===== src/rtl/pcs_codes_pkg.sv =====
// PCS fill codes shared by the TX FIFO and the link checkers.
// One place for IDLE/SYNC/LANEOK encodings so producers and checkers cannot drift apart.
package pcs_codes_pkg;

    localparam logic [11:0] PCS_IDLE        = 12'h555;
    localparam logic [11:0] PCS_SYNC        = 12'hAAA;
    localparam logic [3:0]  PCS_LANEOK_HEAD = 4'hB;

    function automatic logic [11:0] laneok_word(input logic [3:0] head, input logic [7:0] status);
        return {head, status};
    endfunction

endpackage


===== src/rtl/tx_fifo_mem.sv =====
// DEPTH x 12 register array: one synchronous write port, two asynchronous read ports
// so the two oldest words can be emitted in a single pop.
module tx_fifo_mem #(
    parameter int DEPTH = 16,
    parameter int AW    = $clog2(DEPTH)
) (
    input  logic          clk,
    input  logic          we_i,
    input  logic [AW-1:0] waddr_i,
    input  logic [11:0]   wdata_i,
    input  logic [AW-1:0] raddr0_i,
    input  logic [AW-1:0] raddr1_i,
    output logic [11:0]   rdata0_o,
    output logic [11:0]   rdata1_o
);

    logic [11:0] mem_q [DEPTH];

    always_ff @(posedge clk) begin
        if (we_i) begin
            mem_q[waddr_i] <= wdata_i;
        end
    end

    assign rdata0_o = mem_q[raddr0_i];
    assign rdata1_o = mem_q[raddr1_i];

endmodule


===== src/rtl/tx_fifo.sv =====
// Transmit FIFO packing up to two 12-bit words per pop into a 24-bit beat,
// with periodic SYNC insertion and one-shot LANEOK reporting in spare slots.
module tx_fifo
    import pcs_codes_pkg::*;
#(
    parameter int          DEPTH       = 16,
    parameter int          SYNC_PERIOD = 256,
    parameter logic [11:0] IDLE        = PCS_IDLE,
    parameter logic [11:0] SYNC        = PCS_SYNC,
    parameter logic [3:0]  LANEOK_HEAD = PCS_LANEOK_HEAD
) (
    input  logic                     clk,
    input  logic                     reset,
    input  logic                     wr_en,
    input  logic [11:0]              wr_data,
    output logic                     full,
    output logic                     overflow,
    output logic [$clog2(DEPTH):0]   level,
    input  logic [7:0]               lane_ok,
    input  logic                     pop,
    output logic [1:0]               en_rd,
    output logic [23:0]              data_rd
);

    localparam int AW = $clog2(DEPTH);
    localparam int LW = AW + 1;
    localparam int CW = $clog2(SYNC_PERIOD);

    logic [LW-1:0] wr_ptr_q, wr_ptr_d;
    logic [LW-1:0] rd_ptr_q, rd_ptr_d;
    logic [LW-1:0] level_q, level_d;
    logic          full_q, full_d;
    logic          overflow_q;
    logic [CW-1:0] pop_cnt_q;
    logic          sync_q;
    logic [7:0]    lane_ok_q;
    logic          laneok_q;

    logic          push_ok;
    logic [11:0]   rdata0, rdata1;
    logic [11:0]   fill_word;
    logic [11:0]   slot0, slot1;
    logic [1:0]    en_c;
    logic [1:0]    n_pop;
    logic          sync_clr;
    logic          laneok_used;

    assign push_ok = wr_en & ~full_q;

    tx_fifo_mem #(.DEPTH(DEPTH)) u_mem (
        .clk      (clk),
        .we_i     (push_ok),
        .waddr_i  (wr_ptr_q[AW-1:0]),
        .wdata_i  (wr_data),
        .raddr0_i (rd_ptr_q[AW-1:0]),
        .raddr1_i (rd_ptr_q[AW-1:0] + AW'(1)),
        .rdata0_o (rdata0),
        .rdata1_o (rdata1)
    );

    assign fill_word = laneok_q ? laneok_word(LANEOK_HEAD, lane_ok_q) : IDLE;

    // Slot packing: a pending SYNC always takes the low slot; spare slots get LANEOK once, then IDLE.
    always_comb begin
        en_c        = 2'b00;
        slot0       = IDLE;
        slot1       = IDLE;
        n_pop       = 2'd0;
        sync_clr    = 1'b0;
        laneok_used = 1'b0;
        if (pop) begin
            if (sync_q) begin
                slot0    = SYNC;
                sync_clr = 1'b1;
                if (level_q != '0) begin
                    en_c  = 2'b10;
                    slot1 = rdata0;
                    n_pop = 2'd1;
                end else begin
                    slot1       = fill_word;
                    laneok_used = laneok_q;
                end
            end else if (level_q >= LW'(2)) begin
                en_c  = 2'b11;
                slot0 = rdata0;
                slot1 = rdata1;
                n_pop = 2'd2;
            end else if (level_q == LW'(1)) begin
                en_c        = 2'b01;
                slot0       = rdata0;
                slot1       = fill_word;
                n_pop       = 2'd1;
                laneok_used = laneok_q;
            end else begin
                slot0       = fill_word;
                laneok_used = laneok_q;
            end
        end
    end

    assign en_rd   = reset ? 2'b00 : en_c;
    assign data_rd = reset ? {IDLE, IDLE} : {slot1, slot0};

    always_comb begin
        wr_ptr_d = wr_ptr_q + LW'(push_ok);
        rd_ptr_d = rd_ptr_q + LW'(n_pop);
        level_d  = wr_ptr_d - rd_ptr_d;
        full_d   = (wr_ptr_d[AW] != rd_ptr_d[AW]) && (wr_ptr_d[AW-1:0] == rd_ptr_d[AW-1:0]);
    end

    always_ff @(posedge clk or posedge reset) begin
        if (reset) begin
            wr_ptr_q   <= '0;
            rd_ptr_q   <= '0;
            level_q    <= '0;
            full_q     <= 1'b0;
            overflow_q <= 1'b0;
            pop_cnt_q  <= '0;
            sync_q     <= 1'b1;
            lane_ok_q  <= '0;
            laneok_q   <= 1'b0;
        end else begin
            wr_ptr_q   <= wr_ptr_d;
            rd_ptr_q   <= rd_ptr_d;
            level_q    <= level_d;
            full_q     <= full_d;
            overflow_q <= overflow_q | (wr_en & full_q);
            lane_ok_q  <= lane_ok;
            if (pop) begin
                pop_cnt_q <= pop_cnt_q + CW'(1);
            end
            // Wrap of the pop counter re-arms SYNC; set has priority over the clear.
            if (pop && (&pop_cnt_q)) begin
                sync_q <= 1'b1;
            end else if (sync_clr) begin
                sync_q <= 1'b0;
            end
            if (lane_ok != lane_ok_q) begin
                laneok_q <= 1'b1;
            end else if (laneok_used) begin
                laneok_q <= 1'b0;
            end
        end
    end

    assign level    = level_q;
    assign full     = full_q;
    assign overflow = overflow_q;

endmodule


===== config.mk =====
export PLATFORM = sky130hd
export DESIGN_NAME = tx_fifo
export DESIGN_NICKNAME = d
export VERILOG_FILES = /design/src/rtl/pcs_codes_pkg.sv /design/src/rtl/tx_fifo_mem.sv /design/src/rtl/tx_fifo.sv
export SDC_FILE = /design/constraint.sdc
export NUM_CORES = 1
export LEC_CHECK = 0
export ABC_AREA = 1
export CAP_MARGIN = 20
export CORE_UTILIZATION = 49
export DETAILED_ROUTE_END_ITERATION = 10
export PLACE_DENSITY = 0.67
export SLEW_MARGIN = 20
export SYNTH_ARGS = -nofsm -noshare
export SYNTH_HDL_FRONTEND = slang
export SYNTH_SLANG_ARGS = --single-unit

===== constraint.sdc =====
create_clock -name clk -period 4.6 [get_ports clk]
set_input_delay 0.69 -clock clk [delete_from_list [all_inputs] [get_ports clk]]
set_output_delay 0.69 -clock clk [all_outputs]
set_load 0.02 [all_outputs]

==> results of run 1 <==
cell families (layout without fill, tap and decap cells):
kind of cell               after synthesis  in the layout  synth area share
and+or+nand+nor                        702            702             0.250
buffers and inverters                  237            296            0.0819
DFF                                    227            227             0.553
AOI/OAI and AO/OA                      185            185            0.0857
xor gates and xnor gates                22             22            0.0186
adders and majority gates               10             10            0.0110
final cells by class:
cell class	count	area, um2
tap	319	399
timing repair buffer	91	861
fill	2037	10100
multi-input combinational	919	4380
clock inverter	12	67.6
sequential	227	6650
inverter	158	596
clock buffer	35	684
cells in the mapped netlist (5+ instances only):
master / n / area share
inv_1: 152 / 0.048
nand2_1: 366 / 0.11
buf_4: 5 / 0.0031
edfxtp_1: 192 / 0.48
xnor2_1: 6 / 0.0044
o211ai_1: 38 / 0.024
nor2_1: 80 / 0.025
buf_2: 48 / 0.020
o21ai_0: 72 / 0.030
nand3_1: 240 / 0.10
inv_2: 6 / 0.0019
ha_1: 9 / 0.0094
o21ai_1: 13 / 0.0054
xor2_1: 12 / 0.0088
clkbuf_1: 13 / 0.0041
buf_1: 11 / 0.0034
dfrtp_1: 34 / 0.071
a21oi_1: 59 / 0.025
sequential cells by signal, summed over array words and instances, names as in the netlist:
signal       count
overflow         1
pop_cnt_q        8
sync_q           1
full             1
rd_ptr_q         5
wr_ptr_q         5
u_mem.mem_q    192
level            5
lane_ok_q        8
laneok_q         1
report_power, final:
part / leakage, nW / total [W] / switching, W / internal (W)
clock network: 0.365 / 0.00184 / 0.000801 / 0.00104
logic: 3.21 / 0.00537 / 0.00363 / 0.00174
registers: 2.15 / 0.00279 / 0.000238 / 0.00255
stage by stage:
| stage | hold slack [ps] | instance area (um2) | total power (W) |
|---|---|---|---|
| finish | 450 | 13600 | 0.0100 |
| global route | 498 | 13600 | 0.0107 |
| CTS | 455 | 13600 | 0.00993 |
| detailed placement | 443 | 12900 | 0.00809 |
| global placement | 442 | 12900 | 0.00802 |
| floorplan | 442 | 12000 | 0.00639 |
final timing paths:
path / start / end / slack, ps / cells past startpoint
setup / recovery: rd_ptr_q[1] / data_rd[21] / 230 / 10
hold / removal: overflow / overflow / 450 / 1
setup reg to reg: level[2] / level[3] / 1800 / 10
hold reg to reg: overflow / overflow / 450 / 1
max in group asynchronous: reset / rd_ptr_q[1] / 3570 / 3
min in group asynchronous: reset / lane_ok_q[3] / 670 / 3
per-layer routing:
metal / GRT usage / routed length [um]
met5: 0 / 0
met3: 0.0468 / 2910
met1: 0.389 / 14600
met2: 0.434 / 14900
met4: 0.117 / 1520
worst max-delay path, stage by stage (launching register included):
cell	delay, ps
dfrtp_2	780
ha_2	560
buf_12	230
a21oi_1	170
o21ai_0	140
nand3_1	120
nand3_1	70
nand2_1	180
a21oi_1	90
nor2_1	140
clkdlybuf4s50_1	620
placed cells by master, fill, tap and decap left out, types with 4 or more instances in the layout:
cell type,count
a21oi_1,59
buf_4,32
clkbuf_1,9
clkbuf_16,26
clkdlybuf4s50_1,56
clkinv_1,5
clkinv_2,5
dfrtp_1,32
edfxtp_1,192
ha_1,8
inv_1,152
inv_2,5
nand2_1,366
nand3_1,240
nor2_1,80
nor3_1,4
o211ai_1,38
o21ai_0,72
o21ai_1,13
xnor2_1,6
xor2_1,12
==> results_dict.tcl, run 1 <==
set metrics [dict create \
    status "finished, final reports clean" \
    synth_nets 1417 \
    drc_errors 0 \
    post-route-util 0.574 \
    nets 1457 \
    dp_hpwl_um 21500 \
    tightestPinTransition_ps 1020 \
    die_width_um 159 \
    cts_tree "yes" \
    path_class "reg -> out" \
    insertion_delay_ps 540 \
    cts_resized 0 \
    grt_overflow 0 \
    place_ws_ps 601 \
    hold_viol 0 \
    areaGrowthSynthToFinish_pct 13.6 \
    endpoint_kind "output pin" \
    fin_skew_ps 22.1 \
    routed_wl_um 34000 \
    grt_pass1_wl_um 51900 \
    gp_congestion 0.978 \
    crit_required_ps 3910 \
    ys_types 34 \
    drt_iter0_markers 1178 \
    fmax_mhz 229 \
    dp.cells 1714 \
    cap_viol_max_count 0 \
    synth_warnings 0 \
    cts_made_buffers 26 \
    drive_above_1_share 0.0610 \
    slew_violations 0 \
    antenna_cells 0 \
    slew_headroom 0.319 \
    synth_area_um2 12000 \
    wl_per_cell_um 19.3 \
    postSynthAreaPerCell_um2 8.68 \
    via_per_inst 5.61 \
    ios 57 \
    setup_slack_ps 232 \
    ant_nets 0 \
    period_share 0.950 \
    vdd_ir_drop_max_mv 0.484 \
    cts_max_path_buffers 3 \
    post_cts_buffers 0 \
    clock_sinks 227 \
    clock-root-buffer "clkbuf_16" \
    antenna_found_initial 0 \
    grt_max_degree 222 \
    first_pass_iters 6 \
    cellPowerDensity_nw_per_um2 733 \
    path_clk_slew_ps 50 \
    p_leak_nw 5.73 \
    ys_ff_latch 227 \
    ys_async_sr_fraction 0.154 \
    ys.flop_type "edfxtp_1" \
    crit_arrival_ps 3680 \
    path_max_fanout 41 \
    num_vias 9875 \
    hp-class "reg -> reg" \
    core_um2 23800 \
    die_area_um2 25100 \
    instances_no_fill 1761 \
    gr-usage-all-layers 0.280 \
    start_util 0.505 \
    io_buffer_count 56 \
    rsz0062_at_grt "false" \
    crit_path_start_kind "flop" \
    rows 56 \
    grt_pass1_vias 9201 \
    seq_area_frac_synth 0.553 \
    setup_viol 0 \
    synth-edff-count 192 \
    die_h_um 159 \
    tns_ps 0 \
    synth_cells 1383 \
    htree_levels 1 \
    finalCriticalPeriod_ps 4370 \
    postCtsHoldBufs 0 \
]
No activity file was read; power rests on OpenSTA's default activity.
==> run 2: changes to the inputs <==
--- a/config.mk
+++ b/config.mk
@@ -14,3 +14,4 @@
 export SYNTH_ARGS = -nofsm -noshare
 export SYNTH_HDL_FRONTEND = slang
 export SYNTH_SLANG_ARGS = --single-unit
+export TNS_END_PERCENT = 10
==> results of run 2 <==
The final DEF is identical to that of run 1; final timing and power are the same.
